[src/rtl/abc_seq_driver_if.sv]
// Bundle of signals between the ABC symbol sequence driver and its environment.
// slave is the driver's view; master is the view of whatever loads and observes it.
interface abc_seq_driver_if;
  logic       wr_en;
  logic [2:0] wr_data;
  logic       go;
  logic       clr;
  logic       m;
  logic       n;
  logic       p;
  logic [2:0] rd_addr;
  logic       a;
  logic       b;
  logic       c;
  logic       busy;
  logic       done;
  logic [3:0] count;
  logic       full;
  logic       err;
  logic [2:0] rd_data;

  modport slave (
    input  wr_en, wr_data, go, clr, m, n, p, rd_addr,
    output a, b, c, busy, done, count, full, err, rd_data
  );

  modport master (
    output wr_en, wr_data, go, clr, m, n, p, rd_addr,
    input  a, b, c, busy, done, count, full, err, rd_data
  );
endinterface

[src/rtl/abc_seq_driver.sv]
// Loads up to 8 {a,b,c} symbols and replays them one per cycle into an FSM under test.
// Optional response capture of {m,n,p} per symbol is enabled by defining ABC_SEQ_CAPTURE_EN.
module abc_seq_driver (
  input  logic             clk,
  input  logic             rst,
  abc_seq_driver_if.slave  bus
);

  localparam logic [1:0] IDLE = 2'd0;
  localparam logic [1:0] PLAY = 2'd1;
  localparam logic [1:0] DONE = 2'd2;

  logic [1:0] r_state;
  logic [2:0] r_idx;
  logic [3:0] r_count;
  logic       r_err;
  logic [2:0] r_abc;
  logic       r_busy;
  logic       r_done;
  logic [2:0] r_buf [8];

  logic       w_wr_ok;
  logic       w_last;
  logic [2:0] w_idx_nxt;

  // A write lands only when idle and not overridden by clr or go.
  assign w_wr_ok   = (r_state == IDLE) && !bus.clr && !bus.go && bus.wr_en && !r_count[3];
  assign w_last    = ({1'b0, r_idx} == (r_count - 4'd1));
  assign w_idx_nxt = r_idx + 3'd1;

  always_ff @(posedge clk) begin
    if (rst) begin
      r_state <= IDLE;
      r_idx   <= 3'd0;
      r_count <= 4'd0;
      r_err   <= 1'b0;
      r_abc   <= 3'b000;
      r_busy  <= 1'b0;
      r_done  <= 1'b0;
    end else begin
      case (r_state)
        IDLE: begin
          r_done <= 1'b0;
          if (bus.clr) begin
            r_count <= 4'd0;
            r_err   <= 1'b0;
          end else if (bus.go) begin
            if (bus.wr_en) r_err <= 1'b1;
            r_idx <= 3'd0;
            if (r_count != 4'd0) begin
              r_state <= PLAY;
              r_abc   <= r_buf[0];
              r_busy  <= 1'b1;
            end else begin
              r_state <= DONE;
              r_done  <= 1'b1;
            end
          end else if (bus.wr_en) begin
            if (!r_count[3]) r_count <= r_count + 4'd1;
            else             r_err   <= 1'b1;
          end
        end
        PLAY: begin
          if (bus.wr_en) r_err <= 1'b1;
          if (w_last) begin
            r_state <= DONE;
            r_abc   <= 3'b000;
            r_busy  <= 1'b0;
            r_done  <= 1'b1;
          end else begin
            r_idx <= w_idx_nxt;
            r_abc <= r_buf[w_idx_nxt];
          end
        end
        DONE: begin
          if (bus.wr_en) r_err <= 1'b1;
          r_state <= IDLE;
          r_done  <= 1'b0;
        end
        default: begin
          r_state <= IDLE;
          r_abc   <= 3'b000;
          r_busy  <= 1'b0;
          r_done  <= 1'b0;
        end
      endcase
    end
  end

  // Symbol storage is plain data: no reset, contents survive playbacks.
  always_ff @(posedge clk) begin
    if (w_wr_ok) r_buf[r_count[2:0]] <= bus.wr_data;
  end

`ifdef ABC_SEQ_CAPTURE_EN
  logic [2:0] r_cap [8];

  // r_idx names the symbol being driven this cycle, so its response lands at the closing edge.
  always_ff @(posedge clk) begin
    if (rst) begin
      for (int i = 0; i < 8; i++) r_cap[i] <= 3'b000;
    end else if (r_state == PLAY) begin
      r_cap[r_idx] <= {bus.m, bus.n, bus.p};
    end
  end

  assign bus.rd_data = r_cap[bus.rd_addr];
`else
  logic w_unused_rsp;
  assign w_unused_rsp = ^{bus.m, bus.n, bus.p, bus.rd_addr};
  assign bus.rd_data  = 3'b000;
`endif

  assign bus.a     = r_abc[2];
  assign bus.b     = r_abc[1];
  assign bus.c     = r_abc[0];
  assign bus.busy  = r_busy;
  assign bus.done  = r_done;
  assign bus.count = r_count;
  assign bus.full  = (r_count == 4'd8);
  assign bus.err   = r_err;

endmodule

[src/flat_wrapper.sv]
// flat-port wrapper written by rule: the top's interface ports become plain ports
module abc_seq_driver_flat 
  (clk, rst, bus_wr_en, bus_wr_data, bus_go, bus_clr, bus_m, bus_n, bus_p, bus_rd_addr, bus_a, bus_b, bus_c, bus_busy, bus_done, bus_count, bus_full, bus_err, bus_rd_data);
  abc_seq_driver_if bus_i ();
  input  logic clk;
  input  logic rst;
  input wire logic [$bits(bus_i.wr_en)-1:0] bus_wr_en;
  input wire logic [$bits(bus_i.wr_data)-1:0] bus_wr_data;
  input wire logic [$bits(bus_i.go)-1:0] bus_go;
  input wire logic [$bits(bus_i.clr)-1:0] bus_clr;
  input wire logic [$bits(bus_i.m)-1:0] bus_m;
  input wire logic [$bits(bus_i.n)-1:0] bus_n;
  input wire logic [$bits(bus_i.p)-1:0] bus_p;
  input wire logic [$bits(bus_i.rd_addr)-1:0] bus_rd_addr;
  output wire logic [$bits(bus_i.a)-1:0] bus_a;
  output wire logic [$bits(bus_i.b)-1:0] bus_b;
  output wire logic [$bits(bus_i.c)-1:0] bus_c;
  output wire logic [$bits(bus_i.busy)-1:0] bus_busy;
  output wire logic [$bits(bus_i.done)-1:0] bus_done;
  output wire logic [$bits(bus_i.count)-1:0] bus_count;
  output wire logic [$bits(bus_i.full)-1:0] bus_full;
  output wire logic [$bits(bus_i.err)-1:0] bus_err;
  output wire logic [$bits(bus_i.rd_data)-1:0] bus_rd_data;
  assign bus_i.wr_en = bus_wr_en;
  assign bus_i.wr_data = bus_wr_data;
  assign bus_i.go = bus_go;
  assign bus_i.clr = bus_clr;
  assign bus_i.m = bus_m;
  assign bus_i.n = bus_n;
  assign bus_i.p = bus_p;
  assign bus_i.rd_addr = bus_rd_addr;
  assign bus_a = bus_i.a;
  assign bus_b = bus_i.b;
  assign bus_c = bus_i.c;
  assign bus_busy = bus_i.busy;
  assign bus_done = bus_i.done;
  assign bus_count = bus_i.count;
  assign bus_full = bus_i.full;
  assign bus_err = bus_i.err;
  assign bus_rd_data = bus_i.rd_data;
  abc_seq_driver u_core (.clk(clk), .rst(rst), .bus(bus_i));
endmodule
[config.mk]
export PLATFORM = sky130hd
export DESIGN_NAME = abc_seq_driver_flat
export DESIGN_NICKNAME = d
export VERILOG_FILES = /design/src/rtl/abc_seq_driver_if.sv /design/src/rtl/abc_seq_driver.sv /design/src/flat_wrapper.sv
export SDC_FILE = /design/constraint.sdc
export NUM_CORES = 1
export LEC_CHECK = 0
export BUFFER_PORTS_ARGS = -buffer_cell sky130_fd_sc_hd__buf_2
export CORE_ASPECT_RATIO = 0.5
export CORE_UTILIZATION = 30
export CTS_CLUSTER_SIZE = 20
export DETAILED_ROUTE_END_ITERATION = 12
export GPL_TIMING_DRIVEN = 0
export PLACE_DENSITY = 0.53
export SLEW_MARGIN = 20
export SYNTH_ARGS = -nofsm -noshare
export SYNTH_HDL_FRONTEND = slang
export SYNTH_SLANG_ARGS = --single-unit
[constraint.sdc]
create_clock -name clk -period 2.2 [get_ports clk]
set_clock_uncertainty 0.15 [all_clocks]
set_input_delay 0.22 -clock clk [delete_from_list [all_inputs] [get_ports clk]]
set_output_delay 0.22 -clock clk [all_outputs]
set_load 0.03 [all_outputs]
==> summary.txt <==
Run status
  • Status: finished clean

Yosys
  • Synth top cells by count: edfxtp_1 (24), dfxtp_1 (15), nor2_1 (14)
  • Most numerous cell in the Yosys netlist: edfxtp_1
  • Synth top area cells: edfxtp_1 (35%), dfxtp_1 (15%), mux4_2 (6.6%), ha_1 (4.3%), a211oi_1 (3.3%)
  • Post-synth top area share: 35.3%
  • Sequential share of the synthesized area: 49.9%
  • Synthesis Warnings: 0
  • Syn Inst Count: approximately 170
  • Number of synthesized register bits: 39
  • Main flop type after synthesis: edfxtp_1
  • Synth cell types: between 50 and 60
  • Synth Cell Area: 0.00204 mm2
  • Synth area leader: edfxtp_1
  • Avg Synthesized Cell Area: 12.0 um2
  • EDFF count, synth: 24
  • Async set or reset register ratio after synthesis: 0%

Power and ir drop
  • Logic pwr share: 11.2%
  • Internal power: 1.41 mW
  • Switching part of the total power: 23.8%
  • Worst VDD drop: 0.247 mV
  • Net switching power: roughly 0.44 mW
  • PD cells: 717 mW/mm2
  • Clock Power Share: 45.9%
  • Leak: 0.890 nW
  • Sequential power share: 42.9%

Clock tree
  • CTS tree: built
  • Clock Sinks: 39
  • Max H-tree Level: 2
  • CTS Buf Count: 5
  • Clk buf depth: 2
  • Worst skew pair latency: 0.28 ns
  • CTS Hold Buffers Added: 0
  • Root buffer cell: clkbuf_16
  • Worst-path clk slew: 0.07 ns

Floorplanning
  • Initial Util: between 30 and 40%
  • Io pins: 28
  • Die X-Extent: 119 um
  • Die height: 60.4 um
  • Die area: 0.00717 mm2
  • Core footprint: around 0.0063 mm2
  • Rows: 20

Critical path
  • Reg2reg end: u_core.r_idx[2]
  • Critical path class: flop to flop
  • Crit-path max FO: 7
  • WP data arrival: around 2.2 ns
  • Worst r2r src: u_core.bus.count[0]
  • R2R cell count: 7
  • Worst setup EP type: flop
  • Crit path launch type: flop
  • Critical Path RT: 2.26 ns
  • Critical Path Source: u_core.bus.count[0]
  • Reg2reg setup slack: 0.08 ns

Hold path
  • Hold Path Origin: bus_wr_data[1]
  • Worst hold endpoint: u_core.r_buf[7][1]
  • Hold path depth: 1
  • Hold WC Path Type: input port to flop

GRT
  • GRT Total Usage: 14.2%
  • Number of global-route vias before repair: between 1,000 and 1,500
  • Initial antenna violation count: 0
  • Largest net degree at the start of global routing: 15
  • Global-route wire length before repair: 7600 um
  • Congestion Overflow GR: 0

Placement
  • DP HPWL: 3370 um
  • Gpl congestion: 0.771
  • Place WS: -0.483 ns
  • Inst Count DP: between 200 and 300
  • Number of port buffers: 17

Detailed routing
  • Routed vias: 1,455
  • Vias per cell: about 5
  • Starting DRT DRC Count: 84
  • Post-DR wirelength/cell: approximately 16 um
  • Final wirelength: ~4700 um
  • Post-route ant nets: 0
  • First-pass iteration count of the detailed router: 4
  • Drt drc: 0

Cells and area
  • Diode count: 0
  • Post-layout util: 40.9%
  • Cell Count, Final, Fillers Out: 290
  • Final layout net count: 222
  • Layout cells sized above 1: between 30 and 40%
  • Syn-to-layout area delta: 26.1%

Timing
  • FMAX: 471 MHz
  • Setup Viol. Count Final: 0
  • Tcrit/Tclk final: 96.6%
  • Setup TNS: 0 ns
  • Relative slew slack: 64.0%
  • Endpoints failing hold: 0
  • Setup ws final: approximately 0.075 ns
  • Fin crit period: approximately 2.1 ns
  • RSZ-0062 raised after global routing: true
  • Worst-margin pin slew: 0.540 ns
  • Max-slew violation count: 0

Job
  • Max-cap violations: 0
[placed cells by master (no fill, tap or decap), types with 2 or more instances in the layout]
cell       count
a211oi_1       9
a21o_1         3
a21oi_1        5
a22oi_1        4
a31oi_1        2
buf_2         18
buf_4         12
buf_6          2
clkbuf_1       2
clkbuf_16      5
conb_1         3
dfxtp_1       13
dfxtp_4        2
edfxtp_1      24
ha_1           6
inv_1          8
mux2i_1        3
mux4_2         6
nand2_1        4
nand2b_1       3
nand3_1        3
nor2_1         8
nor2_2         5
nor2b_1        2
nor3_4         2
nor3b_1        2
o2111ai_1      4
o21ai_1        3
or3_4          2
xnor2_1        2
xor2_1         3
[layer usage]
layer	track usage, %	vias up	wire, um
met3	3.38	2	171
met2	24.1	27	2210
met1	18.3	713	2230
met4	5.24	0	34
met5	0	-	0
li1	-	713	-
[flip-flops by register name (all words and copies together) (netlist names)]
signal and cells:
u_core.bus.done 1, u_core.r_buf 24, u_core.bus.count 4, u_core.r_abc 3, u_core.r_state 2, u_core.bus.err 1
u_core.bus.busy 1, u_core.r_idx 3
[through the flow]
stage               cell area, um2  hold WS (ns)  power [mW]
floorplan                     2080         0.169       0.943
global placement              2270         0.333       0.991
detailed placement            2270         0.350       0.996
CTS                           2490        0.0891        1.85
global route                  2580        0.0959        1.93
finish                        2580        0.0829        1.85
[cell type report]
type	count	area [um2]
Multi-Input combinational cell	111	1020
Clock buffer	5	125
Tap cell	88	110
Sequential cell	39	1030
Inverter	9	33.8
Buffer	12	83.8
Fill cell	602	3730
Timing Repair Buffer	23	130
Clock inverter	3	47.5
[timing repair]
item	4_1_cts	5_1_grt
setup buffers	0	6
setup endpoints to repair	32	35
pin swaps	1	2
gates resized for setup	12	13
[logic make-up (layout without fill, tap and decap cells)]
kind of cell / Yosys count / after routing / synth area share, %
adder cells (fa/ha/maj): 7 / 7 / 4.28
flip-flops: 39 / 39 / 49.9
buffers and inverters: 23 / 52 / 5.69
XOR/XNOR: 6 / 6 / 3.31
other: 1 / 3 / 0.183
AO/OA/AOI/OAI: 44 / 44 / 17.1
AND/OR/NAND/NOR: 42 / 42 / 11.4
multiplexers: 9 / 9 / 8.08
[power groups by stage]
stage | Clock (mW) | Sequential, mW | Combinational, mW
4_1_cts | 0.862 | 0.793 | 0.197
5_1_grt | 0.906 | 0.793 | 0.228
3_3_place_gp | 0 | 0.808 | 0.183
6_report | 0.847 | 0.793 | 0.207
3_5_place_dp | 0 | 0.809 | 0.188
2_1_floorplan | 0 | 0.820 | 0.123
[worst max path at each step]
stage,slack [ns],endpoint
floorplan,0.02,u_core.r_idx[2]
global placement,-0.44,u_core.r_buf[0][1]
detailed placement,-0.48,u_core.r_buf[0][1]
CTS,0.007,u_core.r_buf[1][0]
global route,-0.06,u_core.r_state[1]
finish,0.08,u_core.r_idx[2]
[critical path, stage by stage, from the launching register on]
cell      delay [ns]
dfxtp_4         0.35
buf_6           0.13
inv_2           0.09
ha_4            0.21
xnor2_1         0.14
or3_4           0.36
o41a_1          0.48
o211ai_2        0.15
Note: power is estimated with default switching activity, not from simulation.
